--- src/rtl/spi_pkg.sv ---
// ---------------------------------------------------------------------------
// spi_pkg
// Shared definitions for the SPI link (responder and reader side).
//   SPI_WORD_W  : bits per SPI frame on this link.
//   spi_state_e : responder FSM states.
// ---------------------------------------------------------------------------
package spi_pkg;

    localparam int SPI_WORD_W = 16;

    typedef enum logic [1:0] {
        ARMWAIT = 2'd0,
        IDLE    = 2'd1,
        SHIFT   = 2'd2,
        DONE    = 2'd3
    } spi_state_e;

endpackage

--- src/rtl/spi_sync_edge.sv ---
// ---------------------------------------------------------------------------
// spi_sync_edge
// N-stage synchronizer for an asynchronous level input, followed by a
// registered edge detector. A pin edge shows up on the strobes STAGES+1 clk
// later; level_o shows it after STAGES clk.
// Ports:
//   clk, rst  : system clock, asynchronous active-high reset
//   d_i       : asynchronous input
//   level_o   : synchronized level
//   rise_o    : one-cycle strobe on a synchronized rising edge
//   fall_o    : one-cycle strobe on a synchronized falling edge
// ---------------------------------------------------------------------------
module spi_sync_edge #(
    parameter int STAGES = 2
) (
    input  logic clk,
    input  logic rst,
    input  logic d_i,
    output logic level_o,
    output logic rise_o,
    output logic fall_o
);

    logic [STAGES-1:0] sync_q;
    logic              prev_q;
    logic              rise_q;
    logic              fall_q;

    // Everything resets low: a CS that is already low at reset then produces
    // no strobe, so a frame in flight is never joined mid-stream.
    always_ff @(posedge clk or posedge rst) begin
        if (rst) begin
            sync_q <= '0;
            prev_q <= 1'b0;
            rise_q <= 1'b0;
            fall_q <= 1'b0;
        end else begin
            sync_q <= {sync_q[STAGES-2:0], d_i};
            prev_q <= sync_q[STAGES-1];
            rise_q <= sync_q[STAGES-1] & ~prev_q;
            fall_q <= ~sync_q[STAGES-1] & prev_q;
        end
    end

    assign level_o = sync_q[STAGES-1];
    assign rise_o  = rise_q;
    assign fall_o  = fall_q;

endmodule

--- src/rtl/spi_sdo_responder.sv ---
// ---------------------------------------------------------------------------
// spi_sdo_responder
// SPI slave-side transmitter (CPOL=0). Takes parallel words through a
// one-deep holding buffer and shifts them out MSB-first on SDO while the
// master holds CS low. SCLK/CS are oversampled on clk.
// Ports:
//   clk, rst     : system clock, asynchronous active-high reset
//   SCLK, CS     : serial clock and active-low chip select from the master
//   SDO, sdo_oe  : serial data out and its tristate enable
//   tx_data/tx_valid/tx_ready : word input handshake (ready = buffer empty)
//   busy         : frame in progress (SHIFT or DONE)
//   frame_done   : one-cycle pulse at the end of an armed frame
//   short_frame  : qualifies frame_done, fewer than DATA_W SCLK falls seen
//   underrun     : one-cycle pulse when a frame starts with nothing to send
// All outputs are registered.
// ---------------------------------------------------------------------------
module spi_sdo_responder
    import spi_pkg::*;
#(
    parameter int                DATA_W      = SPI_WORD_W,
    parameter logic [DATA_W-1:0] IDLE_WORD   = '0,
    parameter int                SYNC_STAGES = 2
) (
    input  logic              clk,
    input  logic              rst,
    input  logic              SCLK,
    input  logic              CS,
    output logic              SDO,
    output logic              sdo_oe,
    input  logic [DATA_W-1:0] tx_data,
    input  logic              tx_valid,
    output logic              tx_ready,
    output logic              busy,
    output logic              frame_done,
    output logic              short_frame,
    output logic              underrun
);

    localparam int             CW      = $clog2(DATA_W + 1);
    localparam logic [CW-1:0]  CNT_MAX = CW'(DATA_W);

    // ---------------- input conditioning ----------------
    logic cs_level, cs_rise, cs_fall;
    logic sclk_fall;
    logic sclk_level_unused, sclk_rise_unused;

    spi_sync_edge #(.STAGES(SYNC_STAGES)) u_sync_cs (
        .clk     (clk),
        .rst     (rst),
        .d_i     (CS),
        .level_o (cs_level),
        .rise_o  (cs_rise),
        .fall_o  (cs_fall)
    );

    spi_sync_edge #(.STAGES(SYNC_STAGES)) u_sync_sclk (
        .clk     (clk),
        .rst     (rst),
        .d_i     (SCLK),
        .level_o (sclk_level_unused),
        .rise_o  (sclk_rise_unused),
        .fall_o  (sclk_fall)
    );

    // ---------------- state ----------------
    spi_state_e        state_q, state_d;
    logic [DATA_W-1:0] buf_q, buf_d;
    logic              buf_full_q, buf_full_d;
    logic [DATA_W-1:0] shift_q, shift_d;
    logic [CW-1:0]     cnt_q, cnt_d;

    logic sdo_q, sdo_d;
    logic sdo_oe_q, sdo_oe_d;
    logic tx_ready_q;
    logic busy_q, busy_d;
    logic frame_done_q, frame_done_d;
    logic short_q, short_d;
    logic underrun_q, underrun_d;

    always_comb begin
        state_d      = state_q;
        buf_d        = buf_q;
        buf_full_d   = buf_full_q;
        shift_d      = shift_q;
        cnt_d        = cnt_q;
        frame_done_d = 1'b0;
        short_d      = 1'b0;
        underrun_d   = 1'b0;

        // Normal buffer fill; tx_ready_q mirrors ~buf_full_q.
        if (tx_valid && tx_ready_q) begin
            buf_d      = tx_data;
            buf_full_d = 1'b1;
        end

        case (state_q)
            ARMWAIT: begin
                if (cs_level) begin
                    state_d = IDLE;
                end
            end

            IDLE: begin
                if (cs_fall) begin
                    if (buf_full_q) begin
                        shift_d    = buf_q;
                        buf_full_d = 1'b0;
                    end else if (tx_valid) begin
                        // Bypass: the word goes straight to the shifter and
                        // must not also land in the buffer.
                        shift_d    = tx_data;
                        buf_d      = buf_q;
                        buf_full_d = 1'b0;
                    end else begin
                        shift_d    = IDLE_WORD;
                        underrun_d = 1'b1;
                    end
                    cnt_d   = '0;
                    state_d = SHIFT;
                end
            end

            SHIFT: begin
                // cs_rise has priority over a coincident sclk_fall.
                if (cs_rise) begin
                    state_d      = DONE;
                    frame_done_d = 1'b1;
                    short_d      = (cnt_q < CNT_MAX);
                end else if (sclk_fall) begin
                    // Zero fill makes SDO read 0 once all bits are out.
                    shift_d = {shift_q[DATA_W-2:0], 1'b0};
                    if (cnt_q < CNT_MAX) begin
                        cnt_d = cnt_q + 1'b1;
                    end
                end
            end

            DONE: begin
                state_d = IDLE;
            end

            default: begin
                state_d = ARMWAIT;
            end
        endcase

        sdo_oe_d = (state_d == SHIFT) && !cs_level;
        sdo_d    = shift_d[DATA_W-1] && sdo_oe_d;
        busy_d   = (state_d == SHIFT) || (state_d == DONE);
    end

    always_ff @(posedge clk or posedge rst) begin
        if (rst) begin
            state_q      <= ARMWAIT;
            buf_q        <= '0;
            buf_full_q   <= 1'b0;
            shift_q      <= '0;
            cnt_q        <= '0;
            sdo_q        <= 1'b0;
            sdo_oe_q     <= 1'b0;
            tx_ready_q   <= 1'b1;
            busy_q       <= 1'b0;
            frame_done_q <= 1'b0;
            short_q      <= 1'b0;
            underrun_q   <= 1'b0;
        end else begin
            state_q      <= state_d;
            buf_q        <= buf_d;
            buf_full_q   <= buf_full_d;
            shift_q      <= shift_d;
            cnt_q        <= cnt_d;
            sdo_q        <= sdo_d;
            sdo_oe_q     <= sdo_oe_d;
            tx_ready_q   <= ~buf_full_d;
            busy_q       <= busy_d;
            frame_done_q <= frame_done_d;
            short_q      <= short_d;
            underrun_q   <= underrun_d;
        end
    end

    assign SDO         = sdo_q;
    assign sdo_oe      = sdo_oe_q;
    assign tx_ready    = tx_ready_q;
    assign busy        = busy_q;
    assign frame_done  = frame_done_q;
    assign short_frame = short_q;
    assign underrun    = underrun_q;

endmodule

--- config.mk ---
export PLATFORM = sky130hd
export DESIGN_NAME = spi_sdo_responder
export DESIGN_NICKNAME = d
export VERILOG_FILES = /design/src/rtl/spi_pkg.sv /design/src/rtl/spi_sync_edge.sv /design/src/rtl/spi_sdo_responder.sv
export SDC_FILE = /design/constraint.sdc
export NUM_CORES = 1
export LEC_CHECK = 0
export ABC_CLOCK_PERIOD_IN_PS = 2350
export CAP_MARGIN = 15
export CORE_MARGIN = 2
export CORE_UTILIZATION = 62
export DETAILED_ROUTE_END_ITERATION = 8
export DONT_BUFFER_PORTS = 1
export MAX_ROUTING_LAYER = met4
export PLACE_DENSITY = 0.8
export SKIP_LAST_GASP = 1
export SLEW_MARGIN = 20
export SYNTH_ARGS = -nofsm -noshare
export SYNTH_HDL_FRONTEND = slang
export SYNTH_HIERARCHICAL = 1
export SYNTH_SLANG_ARGS = --single-unit
--- constraint.sdc ---
create_clock -name clk -period 2.35 [get_ports clk]
set_clock_uncertainty 0.15 [all_clocks]
set_input_delay 0.235 -clock clk [delete_from_list [all_inputs] [get_ports clk]]
set_output_delay 0.235 -clock clk [all_outputs]
set_load 0.05 [all_outputs]
==> run_results.csv <==
group,metric,value,unit
pwr,ir_worst_vdd,0.000551,V
timing,worst_pin_slew,0.559,ns
clock_tree,clkLatencyLatePin,0.30,ns
clock_tree,tritoncts,"built",
setup_path,path_cells,"inv_1, ha_1, buf_4, nor2_1, a211oi_2, nand2_1, o21ai_0",
global_route,gr-usage-met3,0.0559,
global_route,grt_util_met2,0.363,
die,die_w,67.8,µm
logic_synthesis,yosysWarnings,6,
global_route,grt_max_degree,21,
logic_synthesis,synth_fp_nets,249,
setup_path,critical_path_arrival,2.16,ns
timing,hold_viol_final,0,
global_route,grt_usage,0.241,
global_route,grt_busiest_layer,"met2",
die,rows,23,
run,cap_violations,0,
die,core_area,3970,µm²
logic_synthesis,netlist_instances,223,
timing,min_period_over_period,0.894,
clock_tree,clkTransAtPathRegs,0.09,ns
placed_design,dpl.hpwl,3220,µm
die,pin_count,28,
pwr,power_density,1080,nW/µm²
pwr,total_leakage_power,1.29,nW
setup_path,crit_buf_inv,2,
final_layout,layoutNonFillerInstCount,297,
global_route,grt_pass1_wl,7910,µm
final_layout,fillers,288,
hold_path,hold_class,"primary input to flip-flop",
placed_design,dpl_cell_area,2570,µm²
setup_path,cp-start-kind,"flip-flop",
clock_tree,cts_sinks,55,
die,start_util,0.636,
placed_design,place_ws,0.272,ns
global_route,grt.overflow.total,0,
routing,first_pass_iters,4,
setup_path,path_max_fanout,14,
routing,drc,0,
clock_tree,cts_hold_buf,20,
final_layout,nets,272,
timing,fin_tns_setup,0,ns
routing,num_vias,1749,
setup_path,crit_family,"compound AO/OA/AOI/OAI gates",
setup_path,reg2reg_slack,0.25,ns
placed_design,dp_cells,269,
final_layout,drive_gt1_frac,0.166,
clock_tree,cts-root-buf,"clkbuf_8",
timing,finalSetupViolations,0,
setup_path,slowest_stage,"dfrtp_1",
global_route,antenna_found_initial,0,
clock_tree,post-cts-setup-buffer-count,0,
clock_tree,cts_buffers,5,
clock_tree,cts_buffer_depth,2,
timing,maxSlewHeadroom,0.627,
setup_path,max_stage_delay,0.43,ns
setup_path,cp-end-kind,"flip-flop",
timing,finalCriticalPeriod,2.10,ns
setup_path,cp.required,2.41,ns
routing,ant_nets,0,
timing,slew_viol_final,0,
routing,wire_per_inst,16.0,µm
final_layout,final_area,2850,µm²
global_route,met1_usage,0.329,
outcome,status,"finished, final reports clean",
placed_design,io_buffers,0,
die,dieArea,4600,µm²
placed_design,finalWeightedCongestion,0.865,
routing,drt_wl_total,4740,µm
clock_tree,htreeDepth,2,
routing,vias_per_cell,5.89,
timing,rsz0062_at_grt,"false",
global_route,grt_pass1_vias,1753,
clock_tree,cts_resized,0,
logic_synthesis,syn_area_per_cell,11.3,µm²
setup_path,path_class,"flip-flop to flip-flop",
routing,first_iter_violations,145,
final_layout,insertedDiodeCount,0,
logic_synthesis,syn-cell-area,2520,µm²
timing,fmax,476,MHz
final_layout,areaGrowthSynthToFinish,13.0,%
timing,setup_ws,0.250,ns
die,die_h,67.8,µm
[area by class of cell]
class                      count  area, µm²  share of cell area
timing repair buffer          30        275              0.0965
inverter                      10       37.5              0.0132
clock inverter                 1       5.00             0.00175
tap                           50       62.6              0.0219
sequential                    55       1380               0.483
clock buffer                   7       76.3              0.0268
multi-input combinational    144       1020               0.357
[final timing paths]
kind	start	to	cells past startpoint
worst max-delay path	state_q[0]	shift_q[11]	7
worst min-delay path	tx_data[0]	shift_q[0]	2
worst max register to register	state_q[0]	shift_q[11]	7
worst min register to register	u_sync_cs/sync_q[0]	u_sync_cs/sync_q[1]	0
max in group asynchronous	rst	tx_ready	3
min in group asynchronous	rst	u_sync_sclk/sync_q[1]	2
[metrics by stage]
step / util / hold WS, ns / power (mW)
finish: 0.718 / 0.0477 / 3.09
detailed placement: 0.647 / -0.127 / 2.57
floorplan: - / -0.149 / 2.35
global route: 0.718 / 0.0713 / 3.30
global placement: 0.647 / -0.139 / 2.53
CTS: 0.718 / 0.0487 / 3.10
[power by group]
part           total (mW)  internal, mW  switching, mW  leakage, nW
Sequential           1.41          1.20          0.205        0.704
Clock               0.496         0.210          0.286       0.0422
Combinational        1.18         0.565          0.618        0.539
[sequential cells by signal, summed over array words and instances, names as in the netlist, 2 cells and up]
signal / cells
u_sync_cs/sync_q: 2
cnt_q: 5
buf_q: 16
u_sync_sclk/sync_q: 2
shift_q: 16
[layout by cell type, fill, tap and decap left out, types with 2 or more instances in the layout]
cell type and instances:
dlygate4sd3_1 20, clkbuf_8 5, a22oi_1 16, mux2_2 7, o21ai_0 22, o31ai_1 2
or3_1 2, nor2b_1 3, mux2_4 10, a22o_1 10, nand3_1 2, dfrtp_1 54
ha_1 5, a211oi_1 2, and2b_2 2, inv_1 9, nand2_1 32, and2_1 4
nor2_1 6, o21a_1 2, buf_4 10, a21oi_1 4, clkbuf_1 2
[metal layers]
layer | routed length, µm | up-vias
li1 | - | 827
met1 | 2200 | 866
met2 | 2260 | 52
met3 | 243 | 4
met4 | 38 | 0
met5 | 0 | -
Note: power is estimated with default switching activity, not from simulation.
